## src/rtl/cardinal_mem_arbiter.sv

```systemverilog
// Serialises the four cardinal_processor dmem ports onto one single-ported synchronous memory.
// Define CARDINAL_ARB_RR_EN for round-robin priority; otherwise node0 has fixed highest priority.
module cardinal_mem_arbiter #(
  parameter int ADDR_W = 32,
  parameter int DATA_W = 64
) (
  input  logic                  clk,
  input  logic                  reset,
  input  logic [0:3]            req,
  input  logic [0:3]            req_wr,
  input  logic [0:4*ADDR_W-1]   req_addr,
  input  logic [0:4*DATA_W-1]   req_wdata,
  output logic [0:3]            ack,
  output logic [0:DATA_W-1]     rdata,
  output logic                  mem_en,
  output logic                  mem_wr_en,
  output logic [0:ADDR_W-1]     mem_addr,
  output logic [0:DATA_W-1]     mem_wdata,
  input  logic [0:DATA_W-1]     mem_rdata
);

  typedef enum logic [1:0] {IDLE, ISSUE, WAIT, ACK} state_e;

  state_e              state_q, state_d;
  logic [1:0]          ptr_q, ptr_d;
  logic [1:0]          gnt_q, gnt_d;
  logic                wr_q, wr_d;
  logic [0:3]          ack_q, ack_d;
  logic [0:DATA_W-1]   rdata_q, rdata_d;
  logic                mem_en_q, mem_en_d;
  logic                mem_wr_en_q, mem_wr_en_d;
  logic [0:ADDR_W-1]   mem_addr_q, mem_addr_d;
  logic [0:DATA_W-1]   mem_wdata_q, mem_wdata_d;
  logic [1:0]          pick;
  logic                found;

  // First requester at or after ptr, wrapping 3 -> 0; ptr stays 0 in the fixed-priority build.
  always_comb begin
    pick  = 2'd0;
    found = 1'b0;
    for (int i = 0; i < 4; i++) begin
      if (!found && req[ptr_q + 2'(i)]) begin
        pick  = ptr_q + 2'(i);
        found = 1'b1;
      end
    end
  end

  always_comb begin
    state_d     = state_q;
    ptr_d       = ptr_q;
    gnt_d       = gnt_q;
    wr_d        = wr_q;
    ack_d       = '0;
    rdata_d     = '0;
    mem_en_d    = 1'b0;
    mem_wr_en_d = 1'b0;
    mem_addr_d  = mem_addr_q;
    mem_wdata_d = mem_wdata_q;
    unique case (state_q)
      IDLE: begin
        if (found) begin
          gnt_d       = pick;
          wr_d        = req_wr[pick];
          mem_en_d    = 1'b1;
          mem_wr_en_d = req_wr[pick];
          mem_addr_d  = req_addr[int'(pick)*ADDR_W +: ADDR_W];
          mem_wdata_d = req_wdata[int'(pick)*DATA_W +: DATA_W];
          state_d     = ISSUE;
        end
      end
      ISSUE: state_d = WAIT;
      WAIT: begin
        rdata_d       = wr_q ? '0 : mem_rdata;
        ack_d[gnt_q]  = 1'b1;
        state_d       = ACK;
      end
      ACK: begin
`ifdef CARDINAL_ARB_RR_EN
        ptr_d = gnt_q + 2'd1;
`endif
        state_d = IDLE;
      end
    endcase
  end

  always_ff @(posedge clk or negedge reset) begin
    if (!reset) begin
      state_q     <= IDLE;
      ptr_q       <= 2'd0;
      gnt_q       <= 2'd0;
      wr_q        <= 1'b0;
      ack_q       <= '0;
      rdata_q     <= '0;
      mem_en_q    <= 1'b0;
      mem_wr_en_q <= 1'b0;
      mem_addr_q  <= '0;
      mem_wdata_q <= '0;
    end else begin
      state_q     <= state_d;
      ptr_q       <= ptr_d;
      gnt_q       <= gnt_d;
      wr_q        <= wr_d;
      ack_q       <= ack_d;
      rdata_q     <= rdata_d;
      mem_en_q    <= mem_en_d;
      mem_wr_en_q <= mem_wr_en_d;
      mem_addr_q  <= mem_addr_d;
      mem_wdata_q <= mem_wdata_d;
    end
  end

  assign ack       = ack_q;
  assign rdata     = rdata_q;
  assign mem_en    = mem_en_q;
  assign mem_wr_en = mem_wr_en_q;
  assign mem_addr  = mem_addr_q;
  assign mem_wdata = mem_wdata_q;

endmodule
```

## config.mk

```make
export PLATFORM = sky130hd
export DESIGN_NAME = cardinal_mem_arbiter
export DESIGN_NICKNAME = d
export VERILOG_FILES = /design/src/rtl/cardinal_mem_arbiter.sv
export SDC_FILE = /design/constraint.sdc
export NUM_CORES = 1
export LEC_CHECK = 0
export BUFFER_PORTS_ARGS = -buffer_cell sky130_fd_sc_hd__buf_2
export CAP_MARGIN = 15
export CORE_AREA = 2 2 241 243
export CTS_BUF_LIST = sky130_fd_sc_hd__clkbuf_16
export CTS_CLUSTER_DIAMETER = 50
export CTS_CLUSTER_SIZE = 10
export DETAILED_ROUTE_END_ITERATION = 8
export DIE_AREA = 0 0 243 245
export PLACE_DENSITY_LB_ADDON = 0.2
export SETUP_SLACK_MARGIN = 0.3
export SLEW_MARGIN = 5
export SYNTH_ARGS = -nofsm -noshare
export SYNTH_HDL_FRONTEND = slang
export SYNTH_SLANG_ARGS = --single-unit
```

## constraint.sdc

```tcl
create_clock -name clk -period 2.7 [get_ports clk]
set_input_delay 0.27 -clock clk [delete_from_list [all_inputs] [get_ports clk]]
set_output_delay 0.27 -clock clk [all_outputs]
set_load 0.1 [all_outputs]
```

==> flow_summary.toml <==
[global_route]
gr-total-overflow = 0
grt_max_degree = 91
grt_antenna_before_repair = 13
track_usage_pct = 14.2
first_global_vias = 10056
grt_pass1_wl_um = 62800

[yosys]
synth.area.top_cells = "dfrtp_1, a222oi_1, nand2_1"
synth.area.mux_share_pct = 0
yosysTopAreaCell = "dfrtp_1"
syn_inst = 943
synth_compound_area_share_pct = 24.0
netlist.area_leader.share_pct = 51.2
synth_nets = 1403
ys_ff_latch = 171
synth_warnings = 0
synth.avg_cell_area_um2 = 8.86
syn_area_um2 = 8360
synth_top_family_by_area = "compound AO/OA/AOI/OAI gates"
synth-simple-area-share_pct = 19.0
yosys.cell_types.count = 24
synth_seq_area_share_pct = 51.2
synthAdderAreaFrac_pct = 0.299
synth_xor_area_share_pct = 0

[placed_design]
io_buffers = 623
dp_hpwl_um = 34100
routabilityCongestion = 0.946
dp_slack_ns = 0.515
placed_cells = 2263

[power]
power.density_nw_per_um2 = 1330
p_leak_nw = 6.67
max-vdd-ir-drop_v = 0.000568

[setup_path]
crit_type = "reg2reg"
r2r_slack_ns = 0.63
endpoint_kind = "flip-flop"
r2r-end = "mem_addr[13]"
critPathMaxStageDelay_ns = 0.39
rr_startpoint = "state_q[0]"
cp.required_ns = 3.09
crit_fanout = 56
startpoint_type = "flip-flop"
critPathSlowestCell = "ha_1"
arrival_ns = 2.47
path_cells = "inv_1 -> ha_1 -> o31ai_4 -> inv_6 -> buf_12 -> nor2_1 -> a21oi_1"
reg2reg_depth = 7

[clock_tree]
clockBufferDepth = 2
h-tree-depth = 4
holdBufCountCts = 64
root_buffer = "clkbuf_16"
post_cts_buffers = 0
cts.sinks = 171
clk_pin_slew_ns = 0.08
numCtsBuffers = 17
cts_resized = 0
cts_tree = "done"
clkLatencyLatePin_ns = 0.48

[floorplan]
ios = 624
rows = 88
die-area_um2 = 59500
die-width_um = 243
die_h_um = 245
initial_core_util_pct = 14.7
core_area_um2 = 57000

[timing]
rsz0062_at_grt = "no"
setup_viol_count_final = 0
fin_crit_ns = 2.07
fin_crit_sh_pct = 76.7
finalHoldViolCount = 0
final.setup.worst_slack_ns = 0.629
setup_tns_ns = 0
slew_viol_final = 0
slew_headroom_pct = 53.3
worst_pin_slew_ns = 0.701
clock_skew_ns = 0.0133
max_freq_ghz = 0.483

[run_status]
outcome = "finished, final reports clean"

[final_layout]
final_nets = 2041
drive_above_1_share_pct = 43.2
synthToLayoutAreaGrowth_pct = 62.8
final_cells = 2361
fill_cells = 6423

[detailed_routing]
viasPerCell = 4.19
wire_per_inst_um = 18.6
antenna_left = 0
firstDrtPassIters = 9
vias = 9888
drc = 0
drtIter0Drc = 779
wirelength_um = 44000

[job]
cap_viol_max_count = 0

[worst_hold_path]
holdPathEnd = "rdata[23]"
hp-class = "in2reg"
holdCritStartpoint = "mem_rdata[23]"
whs_path_depth = 2
## registers in the layout, indices dropped and copies added, names as in the netlist
signal,flops
state_q,2
mem_addr,32
gnt_q,2
mem_wdata,64
mem_en,1
mem_wr_en,1
wr_q,1
rdata,64
ack,4
## cells in the mapped netlist, drive strengths merged
cell type / count
inv: 4
ha: 2
and2: 64
o21ai: 100
nor3b: 1
clkbuf: 51
nand3b: 1
nor4: 1
a22oi: 1
dfrtp: 171
o221a: 1
o31ai: 1
a222oi: 97
buf: 43
nor2b: 2
nor2: 103
nand2: 199
or2: 2
a21oi: 98
nor3: 1
## through the flow
step | total power, W | utilization [%] | hold WS [ns] | cell area, um^2
finish | 0.0182 | 23.9 | 0.0453 | 13600
global route | 0.0191 | 23.8 | 0.00567 | 13600
CTS | 0.0184 | 23.8 | 0.00535 | 13600
detailed placement | 0.0157 | 21.7 | 0.357 | 12400
global placement | 0.0157 | 21.7 | 0.354 | 12400
floorplan | 0.0132 | - | -0.0256 | 8360
## cell usage in the layout (no fill, tap or decap), types with 2 or more instances in the layout
cell type      count
ha_1               2
inv_6              5
clkinvlp_4         2
and2_1            64
nand2_1          199
clkinv_4           2
inv_8              3
o21ai_0           99
diode_2            2
clkbuf_16         17
inv_1              3
clkinv_8           3
a222oi_1          97
dlygate4sd3_1     64
a21oi_1           98
buf_12            12
nor2_1           102
dfrtp_1          171
buf_4             15
nor2b_4            2
buf_2            620
## per-layer routing
layer  vias up  share of wire, %  global-route usage, %
li1       4650                 -                      -
met5         -             0.084                      0
met4         6               1.9                   3.79
met2       530                51                   25.4
met3        58               8.7                   5.13
met1      4644                39                   15.9
## cell type report
class,instances,area [um^2],share of cell area (%)
sequential,171,4280,31.5
antenna,2,5.00,0.0368
clock inverter,15,155,1.14
multi-input combinational,674,3640,26.8
clock buffer,17,425,3.13
timing repair buffer,713,4120,30.3
inverter,4,20.0,0.147
tap,765,957,7.04
## worst max-delay path by stage
stage | slack [ns] | depth (start not counted) | startpoint | endpoint
detailed placement | 0.51 | 6 | req[2] | mem_wdata[29]
finish | 0.63 | 7 | state_q[0] | mem_addr[13]
global placement | 0.56 | 6 | req[2] | mem_wdata[43]
floorplan | 1.12 | 9 | state_q[0] | mem_addr[10]
global route | 0.35 | 7 | state_q[1] | mem_addr[11]
CTS | 0.61 | 7 | state_q[0] | mem_addr[10]
## critical path: cells and delay by family (launching register included)
| family | cells | cell delay [ns] |
|---|---|---|
| flops | 1 | 0.38 |
| simple gates | 1 | 0.07 |
| compound gates | 2 | 0.31 |
| fa+ha+maj | 1 | 0.39 |
| buf+inv | 3 | 0.75 |
## logic make-up (layout without fill, tap and decap cells)
group | count (synthesis) | after routing
and+or+nand+nor | 374 | 374
other | 0 | 2
AOI/OAI and AO/OA | 298 | 298
DFF | 171 | 171
buffers and inverters | 98 | 749
adders and majority gates | 2 | 2
## where the power goes
part           switching (W)  internal, W
registers           0.000506      0.00361
clock network        0.00127      0.00123
logic                0.00964      0.00191
Note: power is estimated with default switching activity, not from simulation.
